===== config.mk =====
export PLATFORM = sky130hd
export DESIGN_NAME = inst_fetch
export DESIGN_NICKNAME = d
export VERILOG_FILES = /design/src/rtl/inst_fetch_pkg.sv /design/src/rtl/fetch_fifo.sv /design/src/rtl/inst_fetch.sv
export SDC_FILE = /design/constraint.sdc
export NUM_CORES = 1
export LEC_CHECK = 0
export ABC_AREA = 1
export BUFFER_PORTS_ARGS = -buffer_cell sky130_fd_sc_hd__buf_2
export CELL_PAD_IN_SITES_DETAIL_PLACEMENT = 1
export CELL_PAD_IN_SITES_GLOBAL_PLACEMENT = 1
export CORE_ASPECT_RATIO = 0.7
export CORE_MARGIN = 3
export CORE_UTILIZATION = 38
export DETAILED_ROUTE_END_ITERATION = 10
export GPL_ROUTABILITY_DRIVEN = 0
export PLACE_DENSITY_LB_ADDON = 0.08
export SLEW_MARGIN = 10
export SYNTH_ARGS = -nofsm -noshare
export SYNTH_HDL_FRONTEND = slang
export SYNTH_SLANG_ARGS = --single-unit
export TNS_END_PERCENT = 1

===== constraint.sdc =====
create_clock -name clk -period 13.15 [get_ports clk]
set_input_delay 1.315 -clock clk [delete_from_list [all_inputs] [get_ports clk]]
set_output_delay 1.315 -clock clk [all_outputs]
set_load 0.01 [all_outputs]

===== src/rtl/inst_fetch_pkg.sv =====
// Shared fetch-path definitions: the header macros plus typed equivalents
// and the FIFO entry layout used by inst_fetch and fetch_fifo.
`ifndef INST_FETCH_DEFINES
`define INST_FETCH_DEFINES
`define Inst_Addr    31:0
`define Inst_Data    31:0
`define Chip_Enable  1'b1
`define Chip_Disable 1'b0
`define Zero_Word    32'h0000_0000
`define Rst_Enable   1'b0
`define Pc_Step      32'd4
`endif

package inst_fetch_pkg;
  localparam int ADDR_W = 32;
  localparam int DATA_W = 32;

  localparam logic CHIP_ENABLE  = `Chip_Enable;
  localparam logic CHIP_DISABLE = `Chip_Disable;
  localparam logic RST_ENABLE   = `Rst_Enable;

  localparam logic [ADDR_W-1:0] PC_STEP   = `Pc_Step;
  localparam logic [DATA_W-1:0] ZERO_WORD = `Zero_Word;

  typedef struct packed {
    logic [ADDR_W-1:0] pc;
    logic [DATA_W-1:0] inst;
  } fetch_entry_t;

  localparam int ENTRY_W = $bits(fetch_entry_t);

  // Branch targets are forced onto a word boundary.
  function automatic logic [ADDR_W-1:0] word_align(input logic [ADDR_W-1:0] addr);
    return addr & ~32'h0000_0003;
  endfunction
endpackage


===== src/rtl/fetch_fifo.sv =====
// Small circular FIFO holding {pc, inst} pairs between fetch and decode.
// Flush clears the pointers and count and wins over push and pop.
module fetch_fifo
  import inst_fetch_pkg::*;
#(
  parameter int DEPTH = 2
) (
  input  logic         clk,
  input  logic         rst,
  input  logic         push,
  input  logic         pop,
  input  logic         flush,
  input  fetch_entry_t wdata,
  output fetch_entry_t rdata,
  output logic         full,
  output logic         empty
);
  localparam int PW = (DEPTH > 1) ? $clog2(DEPTH) : 1;

  fetch_entry_t    mem [DEPTH];
  logic [PW-1:0]   wr_ptr;
  logic [PW-1:0]   rd_ptr;
  logic [PW:0]     count;
  logic            push_ok;
  logic            pop_ok;

  assign empty   = (count == '0);
  assign full    = (count == (PW+1)'(DEPTH));
  assign pop_ok  = pop && !empty;
  // A full FIFO still takes a push when the head leaves in the same cycle.
  assign push_ok = push && (!full || pop_ok) && !flush;

  always_ff @(posedge clk) begin
    if (rst == RST_ENABLE || flush) begin
      wr_ptr <= '0;
      rd_ptr <= '0;
      count  <= '0;
    end else begin
      if (push_ok) wr_ptr <= wr_ptr + 1'b1;
      if (pop_ok)  rd_ptr <= rd_ptr + 1'b1;
      case ({push_ok, pop_ok})
        2'b10:   count <= count + 1'b1;
        2'b01:   count <= count - 1'b1;
        default: count <= count;
      endcase
    end
  end

  always_ff @(posedge clk) begin
    if (push_ok && rst != RST_ENABLE) mem[wr_ptr] <= wdata;
  end

  assign rdata = empty ? '0 : mem[rd_ptr];
endmodule


===== src/rtl/inst_fetch.sv =====
// Fetch front end: PC and ROM chip-enable registers, push/branch arbitration,
// and the fetch FIFO that feeds decode over a valid/ready handshake.
module inst_fetch
  import inst_fetch_pkg::*;
#(
  parameter logic [31:0] RESET_PC = 32'h0000_0000,
  parameter int          DEPTH    = 2
) (
  input  logic        clk,
  input  logic        rst,
  input  logic        stall_i,
  input  logic        branch_flag_i,
  input  logic [31:0] branch_target_i,
  output logic        rom_ce_o,
  output logic [31:0] rom_addr_o,
  input  logic [31:0] rom_inst_i,
  output logic        id_valid_o,
  input  logic        id_ready_i,
  output logic [31:0] id_pc_o,
  output logic [31:0] id_inst_o
);
  // Handshake: an entry transfers to decode on any rising edge where
  // id_valid_o && id_ready_i; id_valid_o never depends on id_ready_i.
  logic [31:0]  pc;
  logic         push;
  logic         pop;
  logic         full;
  logic         empty;
  fetch_entry_t wr_entry;
  fetch_entry_t rd_entry;

  assign pop      = id_valid_o && id_ready_i;
  assign push     = (rom_ce_o == CHIP_ENABLE) && !stall_i && !branch_flag_i && (!full || pop);
  assign wr_entry = '{pc: pc, inst: rom_inst_i};

  // rom_ce_o doubles as the reset/run state: disabled only while in reset.
  always_ff @(posedge clk) begin
    if (rst == RST_ENABLE) begin
      pc       <= RESET_PC;
      rom_ce_o <= CHIP_DISABLE;
    end else begin
      rom_ce_o <= CHIP_ENABLE;
      if (branch_flag_i)
        pc <= word_align(branch_target_i);
      else if (push)
        pc <= pc + PC_STEP;
    end
  end

  fetch_fifo #(.DEPTH(DEPTH)) u_fifo (
    .clk   (clk),
    .rst   (rst),
    .push  (push),
    .pop   (pop),
    .flush (branch_flag_i),
    .wdata (wr_entry),
    .rdata (rd_entry),
    .full  (full),
    .empty (empty)
  );

  assign rom_addr_o = pc;
  assign id_valid_o = !empty;
  assign id_pc_o    = rd_entry.pc;
  assign id_inst_o  = empty ? ZERO_WORD : rd_entry.inst;
endmodule


==> results of run 1 <==
## through the flow
step           hold slack, ns  util (%)
4_1_cts                0.4749     47.62
5_1_grt                0.5005     47.62
3_3_place_gp           0.4363     44.48
3_5_place_dp           0.4603     44.48
6_report               0.4758     47.62
2_1_floorplan          0.4255         -
## cells in the mapped netlist (2+ instances only)
cell type | instances | area [um2]
nand2_4 | 3 | 33.78
clkbuf_1 | 22 | 82.58
nor3_1 | 3 | 15.01
xor2_1 | 3 | 26.28
nor2_2 | 6 | 37.54
nand3_1 | 38 | 190.2
and2_1 | 2 | 12.51
nand3b_1 | 2 | 15.01
a22oi_1 | 2 | 15.01
nor2_4 | 9 | 101.4
a21oi_1 | 88 | 440.4
buf_6 | 3 | 33.78
inv_1 | 58 | 217.7
ha_1 | 2 | 25.02
o21ai_0 | 20 | 100.1
nand2_1 | 257 | 964.7
buf_4 | 4 | 30.03
edfxtp_1 | 124 | 3724
buf_2 | 2 | 10.01
xnor2_1 | 2 | 17.52
nand2_2 | 4 | 25.02
dfxtp_1 | 36 | 720.7
o21bai_1 | 5 | 37.54
nor2_1 | 36 | 135.1
a31oi_1 | 4 | 25.02
## critical path: cells and delay by family (launching register included)
| family | cells | cell delay, ns |
|---|---|---|
| AOI/OAI and AO/OA | 1 | 0.26 |
| buffers and inverters | 2 | 0.99 |
| DFF | 1 | 0.32 |
| and+or+nand+nor | 1 | 0.13 |
## where the power goes
part / internal (mW) / leakage [nW] / switching, mW / total, mW
clock: 0.267 / 0.276 / 0.218 / 0.486
sequential: 0.555 / 1.42 / 0.0149 / 0.570
combinational: 0.0244 / 1.88 / 0.0406 / 0.0651
## sequential cells by signal (all words and copies together) (netlist names), named ones only
| name | flops |
|---|---|
| rom_addr_o | 30 |
| rom_ce_o | 1 |
| u_fifo.mem | 124 |
| u_fifo.wr_ptr | 1 |
| u_fifo.rd_ptr | 1 |
| u_fifo.count | 2 |
## cells by family after synthesis
group | count (synthesis) | synth area share [%]
other | 1 | 0.05266
adder cells (fa/ha/maj) | 2 | 0.3513
XOR/XNOR | 5 | 0.6150
buffers and inverters | 95 | 5.833
AND/OR/NAND/NOR | 363 | 21.96
flip-flops | 160 | 62.40
AO/OA/AOI/OAI | 120 | 8.784
## per-layer routing
layer  wire length, um  up-vias
met3               866       19
li1                  -     2774
met2              9318      137
met4               251        0
met5                 0        -
met1              9404     2778
## worst max-delay path by stage
stage | startpoint | to | slack, ns
6_report | flop | id_inst_o[20] | 9.70
3_5_place_dp | rst | u_fifo.mem[1][12] | 9.73
4_1_cts | flop | id_inst_o[20] | 9.63
2_1_floorplan | branch_flag_i | u_fifo.mem[0][0] | 6.65
3_3_place_gp | rst | u_fifo.mem[1][13] | 9.79
5_1_grt | flop | id_inst_o[20] | 9.50
## final cells by class
class	instances	area, um2
flip-flops and latches	160	4446
repair buffers	165	838.3
clock buffers	17	425.4
multi-input cells	494	2288
clock inverters	14	146.4
well taps	236	295.3
fillers	2134	9539
inverters	61	232.7
==> qor.json, run 1 <==
{
  "worst_slew_margin_rel": {"value": 24.47, "unit": "%"},
  "timing_max_transition_violations_final": {"value": 0},
  "min_path_type": {"value": "flop to flop"},
  "yosys_warnings": {"value": 0},
  "timing.critical_path.required": {"value": 11.84, "unit": "ns"},
  "use_met3": {"value": 4.706, "unit": "%"},
  "die_y": {"value": 120.5, "unit": "um"},
  "core-area": {"value": 18210, "unit": "um2"},
  "power.density_cell_area": {"value": 129.2, "unit": "nW/um2"},
  "post_route_cells_drive_above_1_share": {"value": 24.81, "unit": "%"},
  "grt_use_met1": {"value": 26.22, "unit": "%"},
  "fp.dieArea": {"value": 20450, "unit": "um2"},
  "tritoncts": {"value": "built"},
  "antenna-diode-count": {"value": 0},
  "post-route-cell-area": {"value": 8672, "unit": "um2"},
  "crit_fanout": {"value": 62},
  "worst_reg2reg_path_endpoint": {"value": "u_fifo.mem[1][62]"},
  "postRouteAntennaNets": {"value": 0},
  "areaGrowthSynthToFinish": {"value": 21.77, "unit": "%"},
  "dr.pass1.iters": {"value": 4},
  "path_clk_slew": {"value": 0.06, "unit": "ns"},
  "hp-start": {"value": "u_fifo.rd_ptr"},
  "layout.cells.non_filler": {"value": 1147},
  "clkLatencyLatePin": {"value": 0.42, "unit": "ns"},
  "final_setup_violation_count": {"value": 0},
  "via_count": {"value": 5708},
  "post_synth_inst_count": {"value": 746},
  "critical_path_arrival": {"value": 2.13, "unit": "ns"},
  "numPlacedInstances": {"value": 1116},
  "timing.critical_path.slowest_stage_cell": {"value": "inv_2"},
  "dpl_cell_area": {"value": 8100, "unit": "um2"},
  "grt_antenna_before_repair": {"value": 0},
  "postSynthRegisterBits": {"value": 160},
  "detail_route.iter0.violations": {"value": 339},
  "nets": {"value": 970},
  "drt-wirelength-per-cell": {"value": 17.30, "unit": "um"},
  "post_synth_num_cell_types": {"value": 36},
  "floorplan.io_pins": {"value": 167},
  "routed_wl": {"value": 19840, "unit": "um"},
  "final.setup.tns": {"value": 0, "unit": "ns"},
  "rr_startpoint": {"value": "u_fifo.count[0]"},
  "track_usage": {"value": 19.62, "unit": "%"},
  "asyncSetResetFlopFracSynth": {"value": 0, "unit": "%"},
  "wire_length_of_the_first_global_routing_pass": {"value": 31120, "unit": "um"},
  "clock_sinks": {"value": 160},
  "floorplan.initialDensity": {"value": 39.11, "unit": "%"},
  "use_met2": {"value": 32.36, "unit": "%"},
  "crit_path_max_incr_delay": {"value": 0.81, "unit": "ns"},
  "design_power_total": {"value": 1.121, "unit": "mW"},
  "ff2ff_path_depth": {"value": 5},
  "vdd.ir_drop.worst": {"value": 0.07881, "unit": "mV"},
  "grt-busiest-layer": {"value": "met2"},
  "synth_sequential_area_ratio": {"value": 62.40, "unit": "%"},
  "report.final.hold_viol_count": {"value": 0},
  "detailedPlace.worstSlack": {"value": 9.728, "unit": "ns"},
  "regToRegSetupSlack": {"value": 11.09, "unit": "ns"},
  "dp.final_hpwl": {"value": 13370, "unit": "um"},
  "vias_per_cell": {"value": 4.976},
  "ctsLongestPathBuffers": {"value": 2},
  "unrepaired_setup_endpoints_after_global_routing": {"value": "no"},
  "grt-ovfl-total": {"value": 0},
  "fin_crit_sh": {"value": 26.23, "unit": "%"},
  "setup_ws": {"value": 9.700, "unit": "ns"},
  "post_synth.cell_area_avg": {"value": 9.547, "unit": "um2"},
  "crit_path_start_kind": {"value": "flop"},
  "timing.max_cap.violations": {"value": 0},
  "synth_enable_flop_cells": {"value": 124},
  "post_cts_buffers": {"value": 0},
  "path_cells": {"value": "inv_2 -> nand2_1 -> a21oi_1 -> buf_2"},
  "remaining_drc_errors": {"value": 0},
  "clock-skew-final": {"value": 0.01220, "unit": "ns"},
  "placement.io_buffers": {"value": 160},
  "static-leakage-power": {"value": 3.572, "unit": "nW"},
  "worstSetupEndpointType": {"value": "output pin"},
  "number_of_gates_resized_after_cts": {"value": 0},
  "achievable-frequency": {"value": 0.2899, "unit": "GHz"},
  "cts_made_buffers": {"value": 17},
  "core.rowCount": {"value": 41},
  "critPathKind": {"value": "flop to output pin"},
  "final.min_clock_period": {"value": 3.450, "unit": "ns"},
  "worst_hold_stages": {"value": 1},
  "htree_num_levels": {"value": 4},
  "vias_in_the_first_global_route": {"value": 6031},
  "clk_root_buffer_cell": {"value": "clkbuf_16"},
  "synthesis.area": {"value": 7122, "unit": "um2"},
  "yosys_most_used_dff": {"value": "edfxtp_1"},
  "mostFrequentLayoutCell": {"value": "nand2_1"},
  "top_library_cells_by_usage_in_the_layout_fill_and_taps_aside": {"value": "nand2_1 (257), buf_2 (160), edfxtp_1 (124), a21oi_1 (88), inv_1 (58)"},
  "pin_count_of_the_biggest_net_entering_global_routing": {"value": 63},
  "run_status": {"value": "complete, no violations"},
  "die_width": {"value": 169.6, "unit": "um"},
  "max_slew.worst_pin.slew": {"value": 1.131, "unit": "ns"},
  "post_cts_hold_buffer_count": {"value": 0}
}
No activity file was read; power rests on OpenSTA's default activity.
==> run 2: changes to the inputs <==
==> constraint.sdc (replaced) <==
create_clock -name clk -period 3.3 [get_ports clk]
set_input_delay 0.33 -clock clk [delete_from_list [all_inputs] [get_ports clk]]
set_output_delay 0.33 -clock clk [all_outputs]
set_load 0.01 [all_outputs]
==> qor.json, run 2 (same netlist as run 1, synthesis figures left out) <==
{
  "number_of_gates_resized_after_cts": {"value": 0, "change": "unchanged"},
  "postRouteAntennaNets": {"value": 0, "change": "unchanged"},
  "wire_length_of_the_first_global_routing_pass": {"value": 31480, "unit": "um", "change": "+1.2%"},
  "max_slew.worst_pin.slew": {"value": 1.170, "unit": "ns", "change": "+0.03893 ns"},
  "post_cts_hold_buffer_count": {"value": 0, "change": "unchanged"},
  "unrepaired_setup_endpoints_after_global_routing": {"value": "no"},
  "track_usage": {"value": 20.02, "unit": "%", "change": "+0.40 points"},
  "via_count": {"value": 5745, "change": "+0.65%"},
  "drt-wirelength-per-cell": {"value": 17.56, "unit": "um", "change": "+1.5%"},
  "achievable-frequency": {"value": 0.4078, "unit": "GHz"},
  "run_status": {"value": "complete, no violations"},
  "floorplan.initialDensity": {"value": 39.11, "unit": "%", "change": "unchanged"},
  "placement.io_buffers": {"value": 160, "change": "unchanged"},
  "finish.utilization": {"value": 47.94, "unit": "%", "change": "+0.32 points"},
  "post_cts_buffers": {"value": 0, "change": "unchanged"},
  "routed_wl": {"value": 20200, "unit": "um", "change": "+1.8%"},
  "fillCellCount": {"value": 2158, "change": "+1.1%"},
  "worstSetupEndpointType": {"value": "output pin"},
  "crit_path_start_kind": {"value": "flop"},
  "die_y": {"value": 120.5, "unit": "um", "change": "unchanged"},
  "nets": {"value": 972, "change": "+0.21%"},
  "power.density_cell_area": {"value": 513.5, "unit": "nW/um2", "change": "+300%"},
  "clk_root_buffer_cell": {"value": "clkbuf_16"},
  "vias_per_cell": {"value": 4.996, "change": "+0.39%"},
  "dp.final_hpwl": {"value": 13750, "unit": "um", "change": "+2.8%"},
  "dr.pass1.iters": {"value": 5, "change": "+1"},
  "clkLatencyLatePin": {"value": 0.42, "unit": "ns", "change": "about the same"},
  "cts_made_buffers": {"value": 17, "change": "unchanged"},
  "htree_num_levels": {"value": 4, "change": "unchanged"},
  "areaGrowthSynthToFinish": {"value": 22.59, "unit": "%"},
  "final.setup.tns": {"value": 0, "unit": "ns", "change": "unchanged"},
  "detail_route.iter0.violations": {"value": 429, "change": "+27%"},
  "critPathKind": {"value": "flop to output pin"},
  "largest_reg_flops": {"value": 124, "change": "unchanged"},
  "post_route_cells_drive_above_1_share": {"value": 25.05, "unit": "%", "change": "+0.25 points"},
  "top_library_cells_by_usage_in_the_layout_fill_and_taps_aside": {"value": "nand2_1 (257), buf_2 (160), edfxtp_1 (124), a21oi_1 (88), inv_1 (58)"},
  "tritoncts": {"value": "built"},
  "critical_path_arrival": {"value": 2.12, "unit": "ns", "change": "about the same"},
  "min_path_type": {"value": "primary input to flop"},
  "top_register": {"value": "u_fifo.mem"},
  "timing.critical_path.required": {"value": 2.97, "unit": "ns", "change": "-8.87 ns"},
  "grt-busiest-layer": {"value": "met2"},
  "timing.max_cap.violations": {"value": 0, "change": "unchanged"},
  "multi_input_area": {"value": 2301, "unit": "um2", "change": "+0.55%"},
  "grt-ovfl-total": {"value": 0, "change": "unchanged"},
  "core.rowCount": {"value": 41, "change": "unchanged"},
  "mostFrequentLayoutCell": {"value": "nand2_1"},
  "floorplan.io_pins": {"value": 167, "change": "unchanged"},
  "fin_crit_sh": {"value": 74.32, "unit": "%"},
  "worst_slew_margin_rel": {"value": 21.90, "unit": "%", "change": "-2.6 points"},
  "use_met2": {"value": 32.06, "unit": "%", "change": "-0.30 points"},
  "grt_use_met1": {"value": 27.85, "unit": "%", "change": "+1.6 points"},
  "grt_antenna_before_repair": {"value": 0, "change": "unchanged"},
  "pin_count_of_the_biggest_net_entering_global_routing": {"value": 63, "change": "unchanged"},
  "use_met3": {"value": 4.477, "unit": "%", "change": "-0.23 points"},
  "crit_fanout": {"value": 41, "change": "-34%"},
  "vdd.ir_drop.worst": {"value": 0.3837, "unit": "mV", "change": "+390%"},
  "clock-skew-final": {"value": 0.008055, "unit": "ns", "change": "-0.004144 ns"},
  "path_clk_slew": {"value": 0.07, "unit": "ns", "change": "about the same"},
  "final_setup_violation_count": {"value": 0, "change": "unchanged"},
  "ctsLongestPathBuffers": {"value": 2, "change": "unchanged"},
  "design_power_total": {"value": 4.483, "unit": "mW", "change": "+300%"},
  "clock_sinks": {"value": 160, "change": "unchanged"},
  "fp.dieArea": {"value": 20450, "unit": "um2", "change": "unchanged"},
  "final.min_clock_period": {"value": 2.452, "unit": "ns"},
  "report.final.hold_viol_count": {"value": 0, "change": "unchanged"},
  "remaining_drc_errors": {"value": 0, "change": "unchanged"},
  "timing_max_transition_violations_final": {"value": 0, "change": "unchanged"},
  "antenna-diode-count": {"value": 0, "change": "unchanged"},
  "die_width": {"value": 169.6, "unit": "um", "change": "unchanged"},
  "regArea": {"value": 4446, "unit": "um2", "change": "unchanged"},
  "vias_in_the_first_global_route": {"value": 5851, "change": "-3.0%"},
  "static-leakage-power": {"value": 3.597, "unit": "nW", "change": "+0.72%"},
  "core-area": {"value": 18210, "unit": "um2", "change": "unchanged"}
}
-- run 2: final timing paths --
check	start	endpoint	slack, ns	cells after the start
hold / removal	rom_inst_i[17]	u_fifo.mem[1][17]	0.09	1
hold reg to reg	u_fifo.rd_ptr	flop	0.46	1
setup reg to reg	u_fifo.count[1]	u_fifo.count[1]	1.30	8
setup / recovery	u_fifo.count[1]	id_inst_o[30]	0.85	4
-- run 2: critical path, cell delays in order (launching register included) --
cell     delay [ns]
dfxtp_1        0.36
nor2_4         0.50
buf_4          0.52
a21oi_1        0.12
buf_2          0.17
-- run 2: cell type report --
cell class                      count  area share (%)
Clock buffer                       18           4.915
Clock inverter                     14           1.705
Inverter                           61           2.666
Multi-Input combinational cell    494           26.35
Sequential cell                   160           50.92
Tap cell                          236           3.382
Timing Repair Buffer              167           10.06
-- run 2: power breakdown --
group | internal [mW] | switching (mW) | leakage, nW
clock | 1.07 | 0.876 | 0.284
sequential | 2.21 | 0.0609 | 1.42
combinational | 0.0989 | 0.165 | 1.90
total | 3.38 | 1.10 | 3.60
-- run 2: per-layer routing --
layer / part of all wire, % / routed length, um
met5: 0 / 0
met2: 47 / 9496
met1: 47 / 9449
met4: 1.1 / 232
met3: 5.1 / 1022
-- run 2: metrics by stage --
step / cells / area [um2] / setup slack [ns] / hold slack (ns)
CTS: 1150 / 8731 / 0.7563 / 0.06796
global placement: 1118 / 8153 / 1.216 / 0.4363
finish: 1150 / 8731 / 0.8475 / 0.09141
detailed placement: 1118 / 8153 / 1.199 / 0.4427
floorplan: 749 / 7143 / -0.3222 / 0.3577
global route: 1150 / 8731 / 0.6382 / 0.06269
==> run 3: changes to the inputs <==
--- a/config.mk
+++ b/config.mk
@@ -11,7 +11,7 @@
 export CELL_PAD_IN_SITES_GLOBAL_PLACEMENT = 1
 export CORE_ASPECT_RATIO = 0.7
 export CORE_MARGIN = 3
-export CORE_UTILIZATION = 38
+export CORE_UTILIZATION = 37
 export DETAILED_ROUTE_END_ITERATION = 10
 export GPL_ROUTABILITY_DRIVEN = 0
 export PLACE_DENSITY_LB_ADDON = 0.08
==> constraint.sdc (replaced) <==
create_clock -name clk -period 2.2 [get_ports clk]
set_input_delay 0.22 -clock clk [delete_from_list [all_inputs] [get_ports clk]]
set_output_delay 0.22 -clock clk [all_outputs]
set_load 0.01 [all_outputs]
==> qor.json, run 3 (same netlist as run 1, synthesis figures left out) <==
{
  "numPlacedInstances": {"value": 1121, "change": "+0.27%"},
  "max_slew.worst_pin.slew": {"value": 0.5846, "unit": "ns", "change": "-0.5856 ns"},
  "wl_met3": {"value": 877, "unit": "um", "change": "-14%"},
  "drt-wirelength-per-cell": {"value": 17.56, "unit": "um", "change": "about the same"},
  "fin_crit_sh": {"value": 90.49, "unit": "%"},
  "post_route_cells_drive_above_1_share": {"value": 24.52, "unit": "%", "change": "-0.53 points"},
  "detail_route.iter0.violations": {"value": 344, "change": "-20%"},
  "m1WireLength": {"value": 9984, "unit": "um", "change": "+5.7%"},
  "wire_length_of_the_first_global_routing_pass": {"value": 31950, "unit": "um", "change": "+1.5%"},
  "proportion_of_total_power_due_to_net_switching": {"value": 23.86, "unit": "%", "change": "-0.72 points"},
  "top_register": {"value": "u_fifo.mem"},
  "pwr-share-clk": {"value": 43.7, "unit": "%", "change": "+0.3 points"},
  "grt_antenna_before_repair": {"value": 0, "change": "unchanged"},
  "floorplan.io_pins": {"value": 167, "change": "unchanged"},
  "route.top_layer_used": {"value": "met4"},
  "antenna-diode-count": {"value": 0, "change": "unchanged"},
  "mostFrequentLayoutCell": {"value": "nand2_1"},
  "placement.io_buffers": {"value": 160, "change": "unchanged"},
  "dr.pass1.iters": {"value": 4, "change": "-1"},
  "fillCellCount": {"value": 2139, "change": "-0.88%"},
  "die_y": {"value": 122.1, "unit": "um", "change": "+1.3%"},
  "timing.max_cap.violations": {"value": 0, "change": "unchanged"},
  "areaGrowthSynthToFinish": {"value": 27.78, "unit": "%"},
  "multi_input_area": {"value": 2301, "unit": "um2", "change": "unchanged"},
  "vdd.ir_drop.worst": {"value": 0.4357, "unit": "mV", "change": "+14%"},
  "top_library_cells_by_usage_in_the_layout_fill_and_taps_aside": {"value": "nand2_1 (257), buf_2 (160), edfxtp_1 (124), a21oi_1 (88), inv_1 (58)"},
  "pin_count_of_the_biggest_net_entering_global_routing": {"value": 63, "change": "unchanged"},
  "power.combinational.fraction": {"value": 6.5, "unit": "%", "change": "+0.6 points"},
  "tritoncts": {"value": "built"},
  "htree_num_levels": {"value": 4, "change": "unchanged"},
  "via_count": {"value": 5877, "change": "+2.3%"},
  "clkLatencyLatePin": {"value": 0.43, "unit": "ns", "change": "about the same"},
  "core.rowCount": {"value": 41, "change": "unchanged"},
  "dp.final_hpwl": {"value": 13920, "unit": "um", "change": "+1.2%"},
  "worstSetupEndpointType": {"value": "output pin"},
  "design_power_total": {"value": 6.845, "unit": "mW", "change": "+53%"},
  "crit_path_start_kind": {"value": "flop"},
  "clk_root_buffer_cell": {"value": "clkbuf_16"},
  "run_status": {"value": "complete, no violations"},
  "clock_sinks": {"value": 160, "change": "unchanged"},
  "power.density_cell_area": {"value": 752.2, "unit": "nW/um2", "change": "+46%"},
  "final.setup.tns": {"value": 0, "unit": "ns", "change": "unchanged"},
  "layout.cells.non_filler": {"value": 1182, "change": "+2.8%"},
  "unrepaired_setup_endpoints_after_global_routing": {"value": "no"},
  "dr_wl_met2": {"value": 9660, "unit": "um", "change": "+1.7%"},
  "ctsLongestPathBuffers": {"value": 2, "change": "unchanged"},
  "achievable-frequency": {"value": 0.5023, "unit": "GHz"},
  "routed_wl": {"value": 20750, "unit": "um", "change": "+2.7%"},
  "remaining_drc_errors": {"value": 0, "change": "unchanged"},
  "finish.utilization": {"value": 49.28, "unit": "%", "change": "+1.3 points"},
  "report.final.hold_viol_count": {"value": 0, "change": "unchanged"},
  "cts_made_buffers": {"value": 17, "change": "unchanged"},
  "p_int": {"value": 5.212, "unit": "mW", "change": "+54%"},
  "largest_reg_flops": {"value": 124, "change": "unchanged"},
  "nets": {"value": 1005, "change": "+3.4%"},
  "static-leakage-power": {"value": 3.750, "unit": "nW", "change": "+4.3%"},
  "track_usage": {"value": 19.97, "unit": "%", "change": "-0.058 points"},
  "timing_max_transition_violations_final": {"value": 0, "change": "unchanged"},
  "floorplan.initialDensity": {"value": 38.56, "unit": "%", "change": "-0.54 points"},
  "grt-ovfl-total": {"value": 0, "change": "unchanged"},
  "core-area": {"value": 18470, "unit": "um2", "change": "+1.4%"},
  "netSwitchingPower": {"value": 1.633, "unit": "mW", "change": "+48%"},
  "vias_in_the_first_global_route": {"value": 5974, "change": "+2.1%"},
  "clock-skew-final": {"value": 0.01193, "unit": "ns", "change": "+0.003872 ns"},
  "min_path_type": {"value": "primary input to flop"},
  "worst_slew_margin_rel": {"value": 61.02, "unit": "%", "change": "+39 points"},
  "fp.dieArea": {"value": 20980, "unit": "um2", "change": "+2.6%"},
  "regArea": {"value": 4446, "unit": "um2", "change": "unchanged"},
  "post_cts_buffers": {"value": 0, "change": "unchanged"},
  "path_clk_slew": {"value": 0.06, "unit": "ns", "change": "about the same"},
  "final.min_clock_period": {"value": 1.991, "unit": "ns"},
  "crit_fanout": {"value": 52, "change": "+27%"},
  "vias_per_cell": {"value": 4.972, "change": "-0.47%"},
  "final_setup_violation_count": {"value": 0, "change": "unchanged"},
  "critical_path_arrival": {"value": 1.77, "unit": "ns", "change": "-0.35 ns"},
  "die_width": {"value": 171.8, "unit": "um", "change": "+1.3%"},
  "postRouteAntennaNets": {"value": 0, "change": "unchanged"},
  "timing.critical_path.required": {"value": 1.98, "unit": "ns", "change": "-0.99 ns"},
  "critPathKind": {"value": "flop to output pin"},
  "seqPwrFrac": {"value": 49.8, "unit": "%", "change": "-0.9 points"}
}
[run 3: changes by cell type in the layout (fill, tap and decap cells not counted)]
cell,delta
inv_8,-1
bufinv_16,+1
buf_6,+1
dlygate4sd3_1,+30
buf_12,+2
clkinv_2,-1
clkinvlp_4,+1
clkbuf_1,-1
[run 3: worst max-delay path: stages, from the launching register on]
cell and delay [ns]:
dfxtp_1 0.36, nor2_4 0.14, buf_4 0.50, a21oi_1 0.15, buf_2 0.18
[run 3: layer usage]
layer | track usage, % | vias to the layer above
li1 | - | 2848
met1 | 27.81 | 2858
met2 | 32.45 | 149
met3 | 3.503 | 22
met4 | 5.434 | 0
met5 | 0 | -
[run 3: path summary, 6_finish.rpt]
kind	from	end	slack [ns]	cells after the start
setup / recovery	u_fifo.count[1]	id_inst_o[21]	0.21	4
hold / removal	rom_inst_i[27]	u_fifo.mem[0][27]	0.02	1
setup reg to reg	u_fifo.count[0]	u_fifo.mem[1][56]	0.44	5
hold reg to reg	u_fifo.rd_ptr	flop	0.47	1
[run 3: stage by stage]
stage          area (um2)  hold WS (ns)  setup slack, ns
2_1_floorplan        7156        0.2477          -0.3921
3_3_place_gp         8200        0.4093           0.5360
5_1_grt              9100      0.001351          0.06807
6_report             9100       0.02274           0.2092
3_5_place_dp         8200        0.4137           0.4851
4_1_cts              9096      0.001958          0.07558
[run 3: final cells by class]
class / instances / share of cell area, %
clock buffer: 17 / 4.675
clock inverter: 14 / 1.870
inverter: 61 / 2.557
multi-input combinational: 494 / 25.29
sequential: 160 / 48.85
tap: 236 / 3.245
timing repair buffer: 200 / 13.52
[run 3: power by group through the flow]
stage          combinational [mW]  sequential, mW  clock (mW)
6_report                    0.446            3.41        2.99
5_1_grt                     0.497            3.42        3.20
4_1_cts                     0.452            3.41        3.07
3_5_place_dp                0.408            3.47           0
3_3_place_gp                0.391            3.47           0
2_1_floorplan               0.210            3.45           0
[run 3: repair_timing]
item / CTS / global route
hold buffers: 30 / 0
endpoints found under the setup margin: 0 / 16
gates resized for setup: 0 / 1
endpoints found under the hold margin: 57 / 0
